$ cat config.mk
export PLATFORM = sky130hd
export DESIGN_NAME = bpm_calculator
export DESIGN_NICKNAME = d
export VERILOG_FILES = /design/src/rtl/bpm_calculator.sv
export SDC_FILE = /design/constraint.sdc
export NUM_CORES = 1
export LEC_CHECK = 0
export CAP_MARGIN = 25
export CORE_ASPECT_RATIO = 1.4
export CORE_UTILIZATION = 56
export CTS_BUF_LIST = sky130_fd_sc_hd__clkbuf_16
export CTS_CLUSTER_SIZE = 16
export DETAILED_ROUTE_END_ITERATION = 12
export HOLD_SLACK_MARGIN = 0.15
export PLACE_DENSITY_LB_ADDON = 0.2
export SETUP_SLACK_MARGIN = 0.3
export SYNTH_ARGS = -nofsm -noshare
export SYNTH_HDL_FRONTEND = slang
export SYNTH_SLANG_ARGS = --single-unit
$ cat constraint.sdc
create_clock -name clk -period 2.4 [get_ports clk]
set_clock_uncertainty 0.2 [all_clocks]
set_input_delay 0.36 -clock clk [delete_from_list [all_inputs] [get_ports clk]]
set_output_delay 0.36 -clock clk [all_outputs]
set_load 0.02 [all_outputs]
$ cat src/rtl/bpm_calculator.sv
// bpm_calculator
//   Consumer end of the beat-interval handshake. Captures a peak-to-peak
//   interval (in ticks) from the time-interval counter and converts it to
//   beats per minute with a 16-step restoring shift-subtract divider,
//   TICKS_PER_MIN / time_counter, truncated and clamped to 8 bits.
//   Each interval is acknowledged with a one-cycle BPMCalc_Done pulse.
//
// Optional feature: define BPM_AVG_EN to enable a 4-deep moving average of
//   the clamped results (adds an AVG state, latency 18 edges instead of 17).
//
// Ports:
//   clk           in   system clock, rising edge
//   rst           in   asynchronous active-high reset
//   time_counter  in   interval length in ticks (IW bits), stable while valid
//   valid         in   interval ready, held until BPMCalc_Done
//   BPMCalc_Done  out  one-cycle acknowledge to the counter
//   bpm           out  last computed BPM, holds between updates
//   bpm_valid     out  one-cycle pulse coincident with the bpm update
//   range_err     out  last result was saturated or had a zero interval
//   busy          out  high whenever the FSM is not in IDLE
module bpm_calculator #(
  parameter int TICKS_PER_MIN = 600,
  parameter int IW            = 6
) (
  input  logic          clk,
  input  logic          rst,
  input  logic [IW-1:0] time_counter,
  input  logic          valid,
  output logic          BPMCalc_Done,
  output logic [7:0]    bpm,
  output logic          bpm_valid,
  output logic          range_err,
  output logic          busy
);

  localparam logic [15:0] DIVIDEND = 16'(TICKS_PER_MIN);

  typedef enum logic [2:0] {S_IDLE, S_DIV, S_AVG, S_DONE, S_WAIT} state_t;

  state_t        r_state;
  logic [3:0]    r_cnt;
  logic          r_done;
  logic [7:0]    r_bpm;
  logic          r_bvld;
  logic          r_err;
  logic          r_busy;

  logic [IW-1:0] r_d;
  logic [IW-1:0] r_rem;
  logic [15:0]   r_dvd;
  logic [15:0]   r_quo;

  logic [IW:0]   w_trial;
  logic          w_ge;
  logic [IW-1:0] w_rem_nxt;
  logic          w_zero;
  logic          w_sat;
  logic [7:0]    w_raw;

  function automatic logic [7:0] clamp_bpm(input logic zero, input logic sat,
                                           input logic [7:0] q_lo);
    if (zero)     return 8'd0;
    else if (sat) return 8'hFF;
    else          return q_lo;
  endfunction

  // Trial remainder is IW+1 (7) bits; the kept remainder is always below d,
  // so the subtraction only needs the low IW bits.
  assign w_trial   = {r_rem, r_dvd[15]};
  assign w_ge      = (w_trial >= {1'b0, r_d});
  assign w_rem_nxt = w_ge ? (w_trial[IW-1:0] - r_d) : w_trial[IW-1:0];

  assign w_zero = (r_d == '0);
  assign w_sat  = |r_quo[15:8];
  assign w_raw  = clamp_bpm(w_zero, w_sat, r_quo[7:0]);

`ifdef BPM_AVG_EN
  logic [7:0] r_h0, r_h1, r_h2, r_h3;
  logic [2:0] r_hcnt;
  logic [9:0] w_sum;
  logic [7:0] w_avg;

  assign w_sum = 10'(r_h0) + 10'(r_h1) + 10'(r_h2) + 10'(r_h3);
  assign w_avg = 8'(w_sum >> 2);
`endif

  // Datapath: divisor, dividend, remainder, quotient (and history); no reset.
  always_ff @(posedge clk) begin
    if (r_state == S_IDLE && valid) begin
      r_d   <= time_counter;
      r_dvd <= DIVIDEND;
      r_rem <= '0;
      r_quo <= '0;
    end else if (r_state == S_DIV) begin
      r_dvd <= {r_dvd[14:0], 1'b0};
      r_rem <= w_rem_nxt;
      r_quo <= {r_quo[14:0], w_ge};
    end
`ifdef BPM_AVG_EN
    // Zero-interval results are kept out of the history.
    if (r_state == S_AVG && !w_zero) begin
      r_h3 <= r_h2;
      r_h2 <= r_h1;
      r_h1 <= r_h0;
      r_h0 <= w_raw;
    end
`endif
  end

  // Control FSM with registered outputs.
  always_ff @(posedge clk or posedge rst) begin
    if (rst) begin
      r_state <= S_IDLE;
      r_cnt   <= '0;
      r_done  <= 1'b0;
      r_bpm   <= '0;
      r_bvld  <= 1'b0;
      r_err   <= 1'b0;
      r_busy  <= 1'b0;
`ifdef BPM_AVG_EN
      r_hcnt  <= '0;
`endif
    end else begin
      r_done <= 1'b0;
      r_bvld <= 1'b0;
      case (r_state)
        S_IDLE: begin
          if (valid) begin
            r_state <= S_DIV;
            r_cnt   <= '0;
            r_busy  <= 1'b1;
          end
        end
        S_DIV: begin
          r_cnt <= r_cnt + 4'd1;
          if (r_cnt == 4'd15) begin
`ifdef BPM_AVG_EN
            r_state <= S_AVG;
`else
            r_state <= S_DONE;
`endif
          end
        end
`ifdef BPM_AVG_EN
        S_AVG: begin
          if (!w_zero && r_hcnt != 3'd4) r_hcnt <= r_hcnt + 3'd1;
          r_state <= S_DONE;
        end
`endif
        S_DONE: begin
`ifdef BPM_AVG_EN
          // History count already includes this result when non-zero.
          if (w_zero)              r_bpm <= 8'd0;
          else if (r_hcnt == 3'd4) r_bpm <= w_avg;
          else                     r_bpm <= w_raw;
`else
          r_bpm <= w_raw;
`endif
          r_err   <= w_zero | w_sat;
          r_done  <= 1'b1;
          r_bvld  <= 1'b1;
          r_state <= S_WAIT;
        end
        S_WAIT: begin
          // Only a low valid re-arms capture: one computation per interval.
          if (!valid) begin
            r_state <= S_IDLE;
            r_busy  <= 1'b0;
          end
        end
        default: begin
          r_state <= S_IDLE;
          r_busy  <= 1'b0;
        end
      endcase
    end
  end

  assign BPMCalc_Done = r_done;
  assign bpm          = r_bpm;
  assign bpm_valid    = r_bvld;
  assign range_err    = r_err;
  assign busy         = r_busy;

endmodule

==> reports/results.ini <==
[sta]
holdWs_ns=0.2303
max_slew_margin_pct=56.08
setup_viol=0
hold_viol=0
period_needed_ns=2.134
finalSetupTns_ns=0
max_freq_ghz=0.4687
worstMarginPinSlew_ns=0.6581
fin_crit_sh_pct=88.90
rsz0062_at_grt=yes
drv_slew=0
worst_slack_ns=0.2664

[finish]
fill_cells=322
nets=313
antennaDiodeCount=0
stdcell_area_um2=3107
area_growth_syn_to_layout_pct=26.04
drive_gt1_share_pct=12.00

[power_and_ir_drop]
powerDensity_nw_per_um2=1562
p_leak_nw=1.313
max-vdd-ir-drop_mv=0.7859

[die]
die_w_um=58.07
die_h_um=80.50
coreArea_um2=4239
io_pins=21
start_util_pct=58.15
die_area_um2=4675
num_rows=28

[yosys]
synth-edff-count=6
synth_nets=287
ys_warn_count=0
synth.most_common_cell=nand2_1
synthesis.area_um2=2465
synth.area.top_cells=dfxtp_1 28%, dfrtp_1 18%, nand2_1 11%, edfxtp_1 7.3%, a21oi_1 6.1%
ys_seq_area_share_pct=54.01
syn_avg_cell_area_um2=9.163
ys_types=37
synthFlopType=dfxtp_1
synth-seq-cells=59
netlist_top_cells_count=75 x nand2_1, 35 x dfxtp_1, 30 x a21oi_1
synth.top_cell.area_share_pct=28.43
yosysTopAreaCell=dfxtp_1
syn_inst=269
synthArstFlopShare_pct=30.51

[setup_path]
path_delay_family=compound AO/OA/AOI/OAI gates
cp_max_fo=4
crit_start=r_d[4]
cp_slowest_cell=edfxtp_1
worstRegToRegCells=7
cp.buffers_inverters=1
reg2reg_to=r_rem[1]
critPathMaxStageDelay_ns=0.37
crit_chain=inv_2 -> ha_4 -> a21o_1 -> a211o_1 -> a41oi_4 -> mux2_4 -> a21oi_2
worstPathRequired_ns=2.45
ff2ff_setup_slack_ns=0.27
end_kind=register
crit_arrival_ns=2.19
path_class=register to register
worst_r2r_startpoint=r_d[4]
crit_path_start_kind=register

[placement]
place_congestion=0.8533
dp_hpwl_um=2965
place_ws_ns=0.1832
dpl_cell_area_um2=2731
io_buffers=20

[cts]
ctsHoldBuffers=0
cts_buffers=9
cts_root_buf=clkbuf_16
cts_htree_levels=3
clk_path_buf_depth=2
clkTransAtPathRegs_ns=0.05
clkLatencyLatePin_ns=0.32
cts_tree=done
cts_sinks=59

[global_route]
grt_max_degree=38
grt_pass1_wl_um=8114
grtUsageTotal_pct=23.26
grt-ovfl-total=0
antenna_found_initial=0
first_global_vias=1895

[run]
drv_cap=0

[detailed_routing]
antenna_left=0
dr.pass1.iters=10
wire_per_inst_um=13.25
drtIter0Drc=112
drt-total-wl_um=4769
num_vias=1924
avgViaCountPerCell=5.344
drcViolationCount=1

[run_status]
violations=design-rule violations
outcome=complete, but fails checks

[min_path]
hp-class=input pin to async pin

cell usage in the layout (no fill, tap or decap), types with 5 or more instances in the layout:
cell type | netlist | routed
dfxtp_1 | 35 | 35
nor2_1 | 6 | 6
inv_1 | 9 | 10
a21oi_1 | 30 | 28
clkbuf_16 | 0 | 10
dfrtp_1 | 18 | 18
nand2_1 | 75 | 75
buf_4 | 2 | 7
clkdlybuf4s50_1 | 0 | 20
nand3_1 | 5 | 5
o21ai_0 | 18 | 18
edfxtp_1 | 6 | 6
routing by layer:
metal	routed length (µm)	global-route usage, %	vias up	part of all wire, %
li1	-	-	957	-
met1	1936	24.95	922	41
met2	2558	41.84	33	54
met3	149	4.831	12	3.1
met4	124	12.38	0	2.6
met5	0	0	-	0
power breakdown:
part / switching (mW) / total [mW] / internal (mW)
clock network: 0.419 / 1.27 / 0.853
logic: 1.07 / 1.93 / 0.859
registers: 0.256 / 1.66 / 1.40
state kept, by name, indices dropped and copies added (netlist names):
name and count:
bpm 8, bpm_valid 1, busy 1, r_cnt 4, r_d 6, r_dvd 13
r_quo 16, r_rem 6, r_state 3, range_err 1
area by class of cell:
class	instances	area (µm²)	area share [%]
repair buffers	29	284.0	9.142
multi-input cells	185	1067	34.35
clock buffers	10	250.2	8.055
clock inverters	6	55.05	1.772
inverters	11	43.79	1.410
well taps	60	75.07	2.416
flip-flops and latches	59	1331	42.85
logic make-up (layout without fill, tap and decap cells):
logic type      count (synthesis)  count (layout)  synth area share, %
xor+xnor                        6               6                2.132
simple gates                  104             104                18.27
fa+ha+maj                       9               9                4.873
buf+inv                        25              56                4.517
mux                             3               3                1.269
compound gates                 63              63                14.92
flops                          59              59                54.01
worst max path at each step:
stage / to / slack [ns] / cells past startpoint
detailed placement: r_cnt[3] / 0.18 / 8
CTS: r_rem[1] / 0.27 / 7
global route: r_rem[1] / 0.20 / 7
finish: r_rem[1] / 0.27 / 7
floorplan: r_rem[1] / 0.30 / 7
global placement: r_cnt[3] / 0.21 / 8
what timing repair did:
action	in CTS	in global routing
gates cloned	0	0
pin swaps	2	1
setup buffers	3	2
endpoints found under the setup margin	5	7
gates resized for setup	1	6
per-stage QoR:
stage | utilization (%) | std cells | total power [mW]
after global routing | 73.29 | 360 | 5.194
after floorplan | - | 269 | 2.971
after global placement | 64.43 | 339 | 3.371
final | 73.29 | 360 | 4.853
after CTS | 72.26 | 358 | 4.792
after detailed placement | 64.43 | 339 | 3.444
No activity file was read; power rests on OpenSTA's default activity.
